### src/rtl/pixel_plot_fifo.sv
// Clipping pixel buffer between the drawing engines and the VGA adapter.
// Define PIXEL_PLOT_FIFO_CLIP_EN to discard off-screen pixels; otherwise coordinates are truncated.
module pixel_plot_fifo #(
    parameter int DEPTH    = 8,
    parameter int SCREEN_W = 160,
    parameter int SCREEN_H = 120
) (
    input  logic        clk,
    input  logic        rst,
    input  logic        in_valid,
    output logic        in_ready,
    input  logic [9:0]  in_x,
    input  logic [8:0]  in_y,
    input  logic [2:0]  in_colour,
    input  logic        in_last,
    input  logic        out_en,
    output logic [7:0]  vga_x,
    output logic [6:0]  vga_y,
    output logic [2:0]  vga_colour,
    output logic        vga_plot,
    output logic        done,
    output logic [15:0] clip_count,
    output logic [15:0] plot_count
);

    localparam int AW = $clog2(DEPTH);
    localparam int CW = AW + 1;

    // Handshake: a pixel transfers on a rising edge where in_valid && in_ready;
    // in_ready never depends on in_valid.
    typedef enum logic [1:0] {
        IDLE   = 2'd0,
        ACTIVE = 2'd1,
        DRAIN  = 2'd2,
        DONE   = 2'd3
    } state_t;

    state_t state;
    state_t state_next;

    logic [18:0]   mem [DEPTH];
    logic [18:0]   head;
    logic [AW-1:0] wr_ptr;
    logic [AW-1:0] rd_ptr;
    logic [CW-1:0] count;
    logic          full;
    logic          empty;
    logic          accept;
    logic          clipped;
    logic          push;
    logic          pop;
    logic          last_clipped;
    logic          last_popped;

    assign full     = (count == CW'(DEPTH));
    assign empty    = (count == '0);
    assign in_ready = !rst && !full && (state != DRAIN);
    assign accept   = in_valid && in_ready;
    assign push     = accept && !clipped;
    assign pop      = !empty && out_en;
    assign head     = mem[rd_ptr];
    assign done     = (state == DONE);

`ifdef PIXEL_PLOT_FIFO_CLIP_EN
    // Negative values have the sign bit set, so they are caught before the upper-bound compare.
    assign clipped = in_x[9] || (in_x >= 10'(SCREEN_W)) ||
                     in_y[8] || (in_y >= 9'(SCREEN_H));

    always_ff @(posedge clk) begin
        if (rst) begin
            clip_count <= '0;
        end else if (accept && clipped && (clip_count != 16'hFFFF)) begin
            clip_count <= clip_count + 16'd1;
        end
    end
`else
    assign clipped    = 1'b0;
    assign clip_count = '0;
`endif

    always_ff @(posedge clk) begin
        if (push) begin
            mem[wr_ptr] <= {in_x[7:0], in_y[6:0], in_colour, in_last};
        end
    end

    always_ff @(posedge clk) begin
        if (rst) begin
            wr_ptr       <= '0;
            rd_ptr       <= '0;
            count        <= '0;
            vga_x        <= '0;
            vga_y        <= '0;
            vga_colour   <= '0;
            vga_plot     <= 1'b0;
            plot_count   <= '0;
            last_clipped <= 1'b0;
            last_popped  <= 1'b0;
        end else begin
            if (push) begin
                wr_ptr <= wr_ptr + 1'b1;
            end
            if (pop) begin
                rd_ptr     <= rd_ptr + 1'b1;
                vga_x      <= head[18:11];
                vga_y      <= head[10:4];
                vga_colour <= head[3:1];
            end
            vga_plot <= pop;
            case ({push, pop})
                2'b10:   count <= count + 1'b1;
                2'b01:   count <= count - 1'b1;
                default: count <= count;
            endcase
            if (pop && (plot_count != 16'hFFFF)) begin
                plot_count <= plot_count + 16'd1;
            end
            // A last-flagged entry is always the newest in the FIFO and nothing is
            // accepted in DRAIN, so these two updates never coincide.
            if (accept) begin
                last_clipped <= clipped && in_last;
                last_popped  <= 1'b0;
            end else if (pop && head[0]) begin
                last_popped <= 1'b1;
            end
        end
    end

    always_ff @(posedge clk) begin
        if (rst) begin
            state <= IDLE;
        end else begin
            state <= state_next;
        end
    end

    always_comb begin
        state_next = state;
        case (state)
            IDLE, ACTIVE, DONE: begin
                if (accept) begin
                    state_next = in_last ? DRAIN : ACTIVE;
                end
            end
            DRAIN: begin
                if (empty && (last_popped || last_clipped)) begin
                    state_next = DONE;
                end
            end
            default: state_next = IDLE;
        endcase
    end

endmodule

### config.mk
export PLATFORM = sky130hd
export DESIGN_NAME = pixel_plot_fifo
export DESIGN_NICKNAME = d
export VERILOG_FILES = /design/src/rtl/pixel_plot_fifo.sv
export SDC_FILE = /design/constraint.sdc
export NUM_CORES = 1
export LEC_CHECK = 0
export ABC_AREA = 1
export CAP_MARGIN = 20
export CORE_MARGIN = 2
export CORE_UTILIZATION = 45
export CTS_CLUSTER_DIAMETER = 40
export DETAILED_ROUTE_END_ITERATION = 7
export MAX_ROUTING_LAYER = met4
export PLACE_DENSITY = 0.62
export SYNTH_ARGS = -nofsm -noshare
export SYNTH_HDL_FRONTEND = slang
export SYNTH_SLANG_ARGS = --single-unit
export TNS_END_PERCENT = 50
### constraint.sdc
create_clock -name clk -period 3.5 [get_ports clk]
set_input_delay 0.7 -clock clk [delete_from_list [all_inputs] [get_ports clk]]
set_output_delay 0.7 -clock clk [all_outputs]
set_load 0.05 [all_outputs]
==> results.tsv, run 1 <==
metric	value	unit
cts_tree	built	
cts_setup_buffers	0	
clk_latency	0.52	ns
rows	50	
routedWlPerCell	15.5	um
rsz0062_at_grt	false	
worst-path-buf-inv	1	
routabilityCongestion	0.770	
initial_core_util	45.9	%
cts_hold_buf	0	
netlist_area	0.00859	mm2
hold_violations	0	
diodes	0	
first_global_vias	5540	
cap_viol_max_count	0	
fin_setup_tns	0	ns
numCtsBuffers	29	
crit_arrival	1.86	ns
hpwl	11000	um
setup_viol_count_final	0	
path_cells	clkdlybuf4s50_1	
yosys_warnings	0	
ys.flop_type	edfxtp_1	
cts_resized	0	
routed_wl	18500	um
antenna_left	0	
htree_levels	1	
num_vias	5979	
drive_above_1_share	10.7	%
synth_top_cell_by_area	edfxtp_1	
synth_cell_types	28	
hp-class	flop to flop	
drt_pass1_iterations	5	
grt_usage	19.4	%
fin_skew	0.0117	ns
critPathKind	flop to primary output	
post-place-ws	0.904	ns
crit_required	2.80	ns
synth-edff-count	152	
io_pins	80	
path_clk_slew	0.06	ns
slew_headroom	43.7	%
grt_max_degree	73	
die-area	0.0202	mm2
coreArea	0.0187	mm2
cp-end-kind	primary output	
grt_pass1_wl	29700	um
area_growth	21.0	%
ys_seq_area_share	65.0	%
async_flop_share	0	%
dp.cells	1143	
cp_top_family	buffers and inverters	
synth_top_area_share	53.1	%
slowest_delay	0.87	ns
worst_pin_slew	0.843	ns
die_w	142	um
drc_errors	0	
netlist_instances	867	
status	complete, no violations	
grt_overflow_total	0	
vias_per_cell	5.00	
syn_area_per_cell	9.91	um2
yosysMostFrequentCell	nand2_1	
cts-root-buf	clkbuf_16	
critPathSlowestCell	clkdlybuf4s50_1	
power_density	737	mW/mm2
synthTopCellsByCount	nand2_1, edfxtp_1, nand3_1, nor2_1, dfxtp_1	
post-route-period-util	73.1	%
fin_crit	2.56	ns
ys_ff_latch	203	
clock-sinks	203	
peakVddDrop	422	uV
fin_cells	1196	
path_max_fanout	7	
nets	973	
fp.dieH	142	um
max_clock_freq	0.391	GHz
drtIter0Drc	348	
start_kind	flop	
drv_slew	0	
synth.area.top_cells	edfxtp_1, nand2_1, dfxtp_1, nand3_1, nor2_1	
leakage	3.92	nW
finalWorstSetupSlack	0.943	ns
portBuffers	59	
antenna_found_initial	0	
cts_max_path_buffers	3	
[layer usage]
metal,up-vias,wire [um],share of wire [%],global-route usage [%]
li1,3010,-,-,-
met1,2790,8340,45,25.3
met2,159,8980,49,32.2
met3,20,919,5.0,3.16
met4,0,272,1.5,4.21
met5,-,0,0,-
[tightest hold or removal path, delay by kind of cell, from the launching register on]
| family | cells | cell delay (ns) |
|---|---|---|
| and+or+nand+nor | 1 | 0.06 |
| AOI/OAI and AO/OA | 1 | 0.05 |
| DFF | 1 | 0.30 |
[state kept, by name (all words and copies together) (netlist names), 2 cells and up, named ones only]
register,count
plot_count,16
state,2
vga_x,8
vga_colour,3
wr_ptr,3
mem,152
rd_ptr,3
vga_y,7
count,4
[cells by family after synthesis]
logic type,after synthesis,share of synthesized area [%]
adders and majority gates,6,0.874
buffers and inverters,90,5.55
AOI/OAI and AO/OA,71,4.62
and+or+nand+nor,487,23.0
xor gates and xnor gates,9,0.917
DFF,203,65.0
other,1,0.0437
[placed cells by master, fill, tap and decap left out, drive strengths merged]
| master | Yosys | routed |
|---|---|---|
| ha | 6 | 6 |
| nand3 | 74 | 74 |
| inv | 30 | 34 |
| o21ai | 32 | 32 |
| conb | 1 | 16 |
| clkinvlp | 0 | 4 |
| nand2 | 317 | 317 |
| bufinv | 0 | 4 |
| buf | 42 | 28 |
| dfxtp | 51 | 51 |
| nor2 | 77 | 77 |
| clkdlybuf4s50 | 0 | 57 |
| nor3 | 11 | 11 |
| a21oi | 39 | 39 |
| nand4 | 7 | 7 |
| xnor2 | 4 | 4 |
| xor2 | 5 | 5 |
| clkbuf | 16 | 34 |
| edfxtp | 152 | 152 |
| clkinv | 2 | 9 |
| and3 | 1 | 1 |
[layout make-up]
class	count	area [um2]
multi-input cells	589	2630
flip-flops and latches	203	5590
fillers	1583	8310
repair buffers	85	791
well taps	234	293
clock inverters	19	226
clock buffers	34	754
inverters	32	120
[where the power goes]
part / switching (W) / internal, W
combinational: 0.00133 / 0.000564
sequential: 0.000108 / 0.00276
clock: 0.00105 / 0.00185
[stage by stage]
stage	hold slack [ns]	instance area (um2)	utilization (%)	power, W
floorplan	0.432	8650	-	0.00434
global placement	0.445	9420	50.3	0.00481
CTS	0.464	10400	55.6	0.00774
detailed placement	0.452	9420	50.3	0.00483
global route	0.479	10400	55.6	0.00806
finish	0.462	10400	55.6	0.00766
[path summary, 6_finish.rpt]
check	start	end	slack [ns]	cells after the start
max	plot_count[0]	plot_count[0]	0.94	1
min	vga_x[5]	vga_x[5]	0.46	2
max reg2reg	flop	vga_x[4]	1.40	5
min reg2reg	vga_x[5]	vga_x[5]	0.46	2
Power figures use the tool's default switching activity.
==> run 2, diff against run 1 <==
==> constraint.sdc (replaced) <==
create_clock -name clk -period 2.4 [get_ports clk]
set_input_delay 0.48 -clock clk [delete_from_list [all_inputs] [get_ports clk]]
set_output_delay 0.48 -clock clk [all_outputs]
set_load 0.05 [all_outputs]
==> run 2 against run 1 <==
  * Via count is 0.82% lower
  * Non-clock buffer count is 3 higher
  * Combinational power is 48% higher
  * Sequential share of layout area is 0.38 points higher
  * Largest power group is now sequential cells
  * Highest routed layer unchanged
==> results.tsv, run 2 (synthesized netlist as in run 1, its figures left out) <==
metric	value	unit	change
status	complete, no violations		unchanged
drive_above_1_share	10.6	%	was 10.7%
clock-sinks	203		unchanged
cap_viol_max_count	0		unchanged
power.total	0.0108	W	was 0.00766 W
fp.dieH	142	um	unchanged
max_clock_freq	0.433	GHz	
drt_pass1_iterations	5		unchanged
cts_resized	0		unchanged
drv_slew	0		unchanged
dr_wl_met3	1080	um	was 919 um
rows	50		unchanged
cts_max_path_buffers	3		unchanged
p_sw_share	33.3	%	was 32.5%
critPathKind	flop to primary output		unchanged
worst-path-buf-inv	1		unchanged
first_global_vias	5446		was 5540
die-area	0.0202	mm2	unchanged
hp-class	flop to flop		unchanged
htree_levels	1		unchanged
worst_pin_slew	0.770	ns	was 0.843 ns
largest_reg_flops	152		unchanged
pwr-share-clk	34.9	%	was 37.8%
slew_headroom	48.4	%	was 43.7%
area_growth	20.2	%	was 21.0%
io_pins	80		unchanged
die_w	142	um	unchanged
cts_tree	built		unchanged
antenna_left	0		unchanged
multi_input_area	0.00263	mm2	unchanged
drc_errors	0		unchanged
post-place-ws	0.196	ns	was 0.904 ns
grt_usage	19.2	%	was 19.4%
critPathSlowestCell	clkdlybuf4s50_1		unchanged
power_density	1040	mW/mm2	was 737 mW/mm2
path_clk_slew	0.05	ns	was 0.06 ns
switchingPower	0.00359	W	was 0.00249 W
routed_wl	18300	um	was 18500 um
rsz0062_at_grt	false		unchanged
slowest_delay	0.85	ns	was 0.87 ns
layout_commonest_cell	nand2_1		unchanged
cts_setup_buffers	0		unchanged
hold_violations	0		unchanged
fin_crit	2.31	ns	
antenna_found_initial	0		unchanged
cts-root-buf	clkbuf_16		unchanged
vias_per_cell	4.96		was 5.00
clk_latency	0.53	ns	was 0.52 ns
path_cells	clkdlybuf4s50_1		unchanged
p_int	0.00719	W	was 0.00517 W
fin_skew	0.0246	ns	was 0.0117 ns
wl_met1	8480	um	was 8340 um
nets	974		was 973
fillers	1625		was 1583
regArea	0.00559	mm2	unchanged
initial_core_util	45.9	%	unchanged
crit_arrival	1.83	ns	was 1.86 ns
coreArea	0.0187	mm2	unchanged
finalWorstSetupSlack	0.0883	ns	was 0.943 ns
cp_top_family	buffers and inverters		unchanged
most-common-layout-cells	nand2_1, edfxtp_1, nor2_1, nand3_1, clkdlybuf4s50_1		unchanged
routedWlPerCell	15.3	um	was 15.5 um
seqPwrFrac	39.2	%	was 37.4%
hpwl	10900	um	was 11000 um
grt_max_degree	77		was 73
leakage	3.90	nW	was 3.92 nW
routed-wl-met2	8440	um	was 8980 um
numCtsBuffers	27		was 29
post-route-period-util	96.3	%	
start_kind	flop		unchanged
cp-end-kind	primary output		unchanged
path_max_fanout	7		unchanged
reg_top3	mem x152, plot_count x16, vga_x x8		unchanged
portBuffers	59		unchanged
drtIter0Drc	353		was 348
regMostFlops	mem		unchanged
diodes	0		unchanged
peakVddDrop	555	uV	was 422 uV
setup_viol_count_final	0		unchanged
fin_util	55.2	%	was 55.6%
routabilityCongestion	0.819		was 0.770
routed.top_layer	met4		unchanged
cts_hold_buf	0		unchanged
p_comb_share	25.9	%	was 24.7%
grt_overflow_total	0		unchanged
grt_pass1_wl	29200	um	was 29700 um
crit_required	1.92	ns	was 2.80 ns
num_vias	5930		was 5979
## run 2: cell types whose count changed in the layout (fill, tap and decap cells not counted), sizes merged
cell,before,now
buf,28,31
bufinv,4,2
clkbuf,34,33
clkdlybuf4s50,57,56
dlymetal6s2s,0,1
## run 2: tightest hold or removal path, cell delays in order (launching register included)
cell and delay, ns:
dfxtp_1 0.29, inv_1 0.06, a21oi_1 0.06
## run 2: path summary, 6_finish.rpt
| path | from | to | slack [ns] | depth (start not counted) |
|---|---|---|---|---|
| max | plot_count[2] | plot_count[2] | 0.09 | 1 |
| min | last_popped | last_popped | 0.45 | 2 |
| max reg2reg | plot_count[0] | plot_count[4] | 0.49 | 7 |
| min reg2reg | last_popped | last_popped | 0.45 | 2 |
## run 2: power by group through the flow
stage | sequential [W] | clock (W) | combinational (W)
global placement | 0.00429 | 0 | 0.00279
floorplan | 0.00460 | 0 | 0.00173
finish | 0.00422 | 0.00376 | 0.00279
CTS | 0.00422 | 0.00382 | 0.00282
global route | 0.00426 | 0.00400 | 0.00311
detailed placement | 0.00429 | 0 | 0.00281
## run 2: final cells by class
| type | count | area share [%] |
|---|---|---|
| multi-input combinational | 589 | 25.4 |
| clock buffer | 33 | 6.76 |
| inverter | 32 | 1.16 |
| clock inverter | 17 | 1.55 |
| timing repair buffer | 88 | 8.14 |
| sequential | 203 | 54.1 |
| tap | 234 | 2.84 |
## run 2: layer usage
metal  track usage, %  up-vias
met2             30.8      168
met1             25.9     2727
met4             4.68        0
met5                -        -
li1                 -     3014
met3             2.79       21
## run 2: per-stage QoR
| stage | hold WS (ns) | cell area [um2] | TNS [ns] | instances |
|---|---|---|---|---|
| after global routing | 0.480 | 10300 | 0 | 1196 |
| after CTS | 0.459 | 10300 | 0 | 1196 |
| after floorplan | 0.432 | 8650 | -55.52 | 882 |
| after global placement | 0.448 | 9460 | 0 | 1146 |
| final | 0.455 | 10300 | 0 | 1196 |
| after detailed placement | 0.452 | 9460 | 0 | 1146 |
